$ cat config.mk
export PLATFORM = sky130hd
export DESIGN_NAME = usb3_tx_skp_insert
export DESIGN_NICKNAME = d
export VERILOG_FILES = /design/src/rtl/usb3_tx_skp_insert.sv
export SDC_FILE = /design/constraint.sdc
export NUM_CORES = 1
export LEC_CHECK = 0
export ABC_AREA = 1
export BUFFER_PORTS_ARGS = -buffer_cell sky130_fd_sc_hd__buf_4
export CAP_MARGIN = 20
export CORE_MARGIN = 4
export CORE_UTILIZATION = 30
export DETAILED_ROUTE_END_ITERATION = 7
export PLACE_DENSITY = 0.54
export SKIP_CTS_REPAIR_TIMING = 1
export SKIP_LAST_GASP = 1
export SLEW_MARGIN = 20
export SYNTH_ARGS = -nofsm -noshare
export SYNTH_HDL_FRONTEND = slang
export SYNTH_SLANG_ARGS = --single-unit
$ cat constraint.sdc
create_clock -name clock -period 6.75 [get_ports clock]
set_clock_uncertainty 0.1 [all_clocks]
set_input_delay 0.675 -clock clock [delete_from_list [all_inputs] [get_ports clock]]
set_output_delay 0.675 -clock clock [all_outputs]
set_load 0.02 [all_outputs]
$ cat src/rtl/usb3_tx_skp_insert.sv
// TX link stage feeding the USB 3.0 scrambler: 4-deep word FIFO, periodic SKP
// insertion, logical idle fill, and a one-cycle delay stage for the K/D mux.
module usb3_tx_skp_insert #(
  parameter int unsigned SKP_INTERVAL = 88,
  parameter int unsigned FIFO_DEPTH   = 4
) (
  input  logic        clock,
  input  logic        reset,
  input  logic [31:0] in_data,
  input  logic [3:0]  in_datak,
  input  logic        in_scram_rst,
  input  logic        in_valid,
  output logic        in_ready,
  input  logic        skp_enable,
  output logic [31:0] out_data,
  output logic        scram_en,
  output logic        scram_rst,
  output logic [31:0] out_raw_d,
  output logic [3:0]  out_datak_d,
  output logic        out_skp_d
);

  localparam int unsigned CW   = $clog2(SKP_INTERVAL);
  localparam int unsigned AW   = (FIFO_DEPTH > 1) ? $clog2(FIFO_DEPTH) : 1;
  localparam int unsigned NW   = $clog2(FIFO_DEPTH + 1);
  localparam int unsigned EW   = 37;
  localparam logic [31:0] SKP_WORD = 32'h3C3C3C3C;

  logic [EW-1:0] mem_q [FIFO_DEPTH];
  logic [EW-1:0] mem_d [FIFO_DEPTH];
  logic [AW-1:0] wr_q, wr_d, rd_q, rd_d;
  logic [NW-1:0] count_q, count_d;
  logic [CW-1:0] cnt_q, cnt_d;
  logic          skp_due_q, skp_due_d;
  logic          in_ready_q, in_ready_d;
  logic [31:0]   data_q, data_d;
  logic [3:0]    datak_q, datak_d;
  logic          scram_en_q, scram_en_d;
  logic          scram_rst_q, scram_rst_d;
  logic          skp_q, skp_d;
  logic [31:0]   raw_d_q;
  logic [3:0]    datak_d_q;
  logic          skp_d_q;

  logic          do_push, do_pop, skp_sel;
  logic [EW-1:0] head;

  // Selection, interval counter and FIFO bookkeeping
  always_comb begin
    mem_d       = mem_q;
    wr_d        = wr_q;
    rd_d        = rd_q;
    count_d     = count_q;
    cnt_d       = cnt_q;
    skp_due_d   = 1'b0;
    data_d      = 32'h0;
    datak_d     = 4'h0;
    scram_en_d  = 1'b1;
    scram_rst_d = 1'b0;
    skp_d       = 1'b0;
    head        = mem_q[rd_q];
    do_push     = in_valid & in_ready_q;
    skp_sel     = skp_due_q & skp_enable;
    do_pop      = !skp_sel && (count_q != '0);

    if (skp_sel) begin
      data_d     = SKP_WORD;
      datak_d    = 4'hF;
      scram_en_d = 1'b0;
      skp_d      = 1'b1;
      cnt_d      = '0;
    end else begin
      if (do_pop) begin
        data_d      = head[31:0];
        datak_d     = head[35:32];
        scram_rst_d = head[36];
      end
      if (cnt_q == CW'(SKP_INTERVAL - 1)) begin
        cnt_d     = '0;
        skp_due_d = 1'b1;
      end else begin
        cnt_d = cnt_q + CW'(1);
      end
    end

    if (!skp_enable) begin
      cnt_d     = '0;
      skp_due_d = 1'b0;
    end

    if (do_push) begin
      mem_d[wr_q] = {in_scram_rst, in_datak, in_data};
      wr_d = (wr_q == AW'(FIFO_DEPTH - 1)) ? '0 : wr_q + AW'(1);
    end
    if (do_pop) begin
      rd_d = (rd_q == AW'(FIFO_DEPTH - 1)) ? '0 : rd_q + AW'(1);
    end
    if (do_push && !do_pop) begin
      count_d = count_q + NW'(1);
    end else if (!do_push && do_pop) begin
      count_d = count_q - NW'(1);
    end
    in_ready_d = (count_d < NW'(FIFO_DEPTH));
  end

  // Storage has no reset: emptiness is carried by the pointers and count
  always_ff @(posedge clock) begin
    mem_q <= mem_d;
  end

  always_ff @(posedge clock) begin
    if (reset) begin
      wr_q        <= '0;
      rd_q        <= '0;
      count_q     <= '0;
      cnt_q       <= '0;
      skp_due_q   <= 1'b0;
      in_ready_q  <= 1'b0;
      data_q      <= 32'h0;
      datak_q     <= 4'h0;
      scram_en_q  <= 1'b0;
      scram_rst_q <= 1'b0;
      skp_q       <= 1'b0;
      raw_d_q     <= 32'h0;
      datak_d_q   <= 4'h0;
      skp_d_q     <= 1'b0;
    end else begin
      wr_q        <= wr_d;
      rd_q        <= rd_d;
      count_q     <= count_d;
      cnt_q       <= cnt_d;
      skp_due_q   <= skp_due_d;
      in_ready_q  <= in_ready_d;
      data_q      <= data_d;
      datak_q     <= datak_d;
      scram_en_q  <= scram_en_d;
      scram_rst_q <= scram_rst_d;
      skp_q       <= skp_d;
      raw_d_q     <= data_q;
      datak_d_q   <= datak_q;
      skp_d_q     <= skp_q;
    end
  end

  assign in_ready    = in_ready_q;
  assign out_data    = data_q;
  assign scram_en    = scram_en_q;
  assign scram_rst   = scram_rst_q;
  assign out_raw_d   = raw_d_q;
  assign out_datak_d = datak_d_q;
  assign out_skp_d   = skp_d_q;

endmodule

==> run metrics <==
status finished, final reports clean; Fin Setup TNS 0 ps; filler instances 2700; share of layout cells above drive strength 1 20.4%; Num CTS Buffers 26; Max-cap violations 0; sequential standard cell area 6290 µm²; Final Hold Fails 0; synthesis warning total 0; ys async rst share 0%; DR pass1 iterations 4; initial core utilization 30.6%; leakage power 0.00416 µW; IO Pins 113; cell with the most instances after synthesis edfxtp_1; CP Class flip-flop to flip-flop; reg-to-reg slack, setup 4320 ps; H-Tree Depth 1; Post-DRT Antenna Nets 0; highest metal layer with signal wires met4; hold_sp in_datak[0]; Ant. Diodes 0; Sink Count 240; Syn Std Cell Area 8580 µm²; ranking of synthesized cells by area edfxtp_1 52%, dfxtp_1 21%, nor2_1 5.5%; WL met2 8840 µm; Via Count 5221; CP Launch Type flip-flop; Die Wd 177 µm; routed via count divided by cell count 4.18; final setup fails 0; pre-CTS WS 4130 ps; Yosys reg bits 240; drt wl/cell 14.7 µm; Hold WC Path Type primary input to flip-flop; fin nets 903; Slew Viols, Final 0; WL met3 1220 µm; Peak Freq 412 MHz; area of the core 28000 µm²; CTS tree done; HPWL after DPL 10800 µm; critical path fanouts, max 77; leading cell types by count after synthesis 148 x edfxtp_1, 125 x nor2_1, 120 x nand2_1, 92 x dfxtp_1; Skew-Pair Late Insertion Delay 530 ps; Syn Area/Cell 11.6 µm²; WP data required 7040 ps; R2R Path End out_data[12]$_SDFF_PP0_; CP endpoint kind flip-flop; CTS root buffer clkbuf_16; vias in the first global route 5213; initial antenna violation count 0; Mapped Nets 791; crit path DAT 2720 ps; RSZ-0062 raised after global routing no; routability cong. 0.677; row cnt 61; Slew headroom 41.5%; GRT overflow 0; count of cell types in the netlist 27; Synth Instances 739; CTS clk-pin slew, worst paths 60 ps; largest net degree at the start of global routing 78; DR iter-0 viols 330; cells on worst reg2reg path 6; maximum vdd drop 0.180 mV; post-synth top area cell edfxtp_1; area occupied by multi-input gates 1870 µm²; final cycle utilization of the critical path 36.0%; total track usage 11.5%; pwr dens 396 nW/µm²; Die Ht 177 µm; DRC 0; post-synth top area share 51.8%; Synth Flop Type edfxtp_1; RR Startpoint rd_q[0]$_SDFFE_PP0P_; routed wire length 18400 µm; wl on met1 7980 µm; WHS Endpoint mem_q[32]$_DFFE_PP_; deepest clock path buffer count 3; synthesis-to-finish area growth 23.8%; Worst Hold Depth 1; worst slew pin tran 877 ps; first-pass GRT wire length 28500 µm; Min Hold Slack 246 ps; Period minus WS final 2430 ps; register area share after synthesis 73.2%; Die ar. 31400 µm²; EDFF count, synth 148; input/output buffers 112; PnR worst setup slack 4320 ps
[report_power, final]
part / internal, µW / switching (µW) / total, µW
Sequential: 1750 / 127 / 1870
Combinational: 336 / 629 / 965
Clock: 813 / 561 / 1370
[layout by cell type, fill, tap and decap left out]
| cell type | netlist | final |
|---|---|---|
| a211oi_1 | 1 | 1 |
| a21oi_1 | 14 | 14 |
| a21oi_2 | 10 | 10 |
| buf_4 | 8 | 118 |
| bufinv_16 | 0 | 1 |
| clkbuf_1 | 8 | 9 |
| clkbuf_16 | 0 | 28 |
| clkbuf_8 | 0 | 1 |
| clkinv_1 | 0 | 2 |
| clkinv_2 | 0 | 2 |
| clkinv_4 | 0 | 1 |
| clkinv_8 | 0 | 1 |
| clkinvlp_4 | 0 | 2 |
| dfxtp_1 | 92 | 90 |
| dfxtp_2 | 0 | 1 |
| dfxtp_4 | 0 | 1 |
| edfxtp_1 | 148 | 148 |
| ha_1 | 11 | 11 |
| inv_1 | 65 | 64 |
| inv_2 | 2 | 3 |
| inv_4 | 1 | 1 |
| inv_8 | 0 | 1 |
| nand2_1 | 120 | 120 |
| nand2_2 | 1 | 1 |
| nand2_4 | 1 | 1 |
| nand3_1 | 65 | 65 |
| nand4_1 | 2 | 2 |
| nor2_1 | 125 | 121 |
| nor2_4 | 0 | 4 |
| nor2_8 | 1 | 1 |
| nor3_1 | 1 | 1 |
| o211ai_1 | 2 | 2 |
| o21ai_0 | 31 | 31 |
| o21ai_1 | 9 | 9 |
| o21bai_1 | 2 | 2 |
| xor2_1 | 1 | 1 |
[layout make-up]
cell class | count | share of cell area [%]
clock inverters | 10 | 0.930
flip-flops and latches | 240 | 59.2
inverters | 68 | 2.43
well taps | 378 | 4.45
multi-input cells | 397 | 17.6
clock buffers | 38 | 7.04
repair buffers | 118 | 8.34
[critical path: stages, from the launching register on]
cell	delay (ps)
dfxtp_4	890
inv_2	350
buf_4	410
nand2_1	150
nand3_1	90
nand3_1	140
nand2_1	50
[metal layers]
metal	vias up	global-route usage, %
met5	-	0
met4	0	3.16
met3	27	2.86
li1	2671	-
met2	109	19.6
met1	2414	14.7
[registers in the layout, summed over array words and instances (netlist names), 2 cells and up, named ones only]
register	flops
out_raw_d	32
count_q	2
rd_q	2
wr_q	2
datak_q	4
out_datak_d	4
mem_q	148
out_data	32
cnt_q	7
[worst max path at each step]
stage | end | slack [ps] | from | cells past startpoint
3_3_place_gp | mem_q[60]$_DFFE_PP_ | 4140 | in_valid | 4
2_1_floorplan | mem_q[0]$_DFFE_PP_ | 3780 | in_valid | 2
3_5_place_dp | mem_q[46]$_DFFE_PP_ | 4130 | in_valid | 4
4_1_cts | out_data[12]$_SDFF_PP0_ | 4290 | rd_q[0]$_SDFFE_PP0P_ | 6
6_report | out_data[12]$_SDFF_PP0_ | 4320 | rd_q[0]$_SDFFE_PP0P_ | 6
5_1_grt | out_data[11]$_SDFF_PP0_ | 4090 | rd_q[0]$_SDFFE_PP0P_ | 6
[kinds of logic (layout without fill, tap and decap cells)]
group           Yosys count  in the layout  share of synthesized area [%]
compound gates           69             69                           4.61
xor+xnor                  1              1                          0.102
fa+ha+maj                11             11                           1.60
buf+inv                 102            234                           5.31
flops                   240            240                           73.2
simple gates            316            316                           15.1
[stage by stage]
stage          power [µW]  utilization [%]  instance area (µm²)  std cells
5_1_grt              4480             37.9                10600       1249
4_1_cts              4280             37.9                10600       1249
3_3_place_gp         2880             34.9                 9780       1201
2_1_floorplan        2550                -                 8580        739
3_5_place_dp         2890             34.9                 9780       1201
6_report             4210             37.9                10600       1249
(Power assumes the default switching activity.)
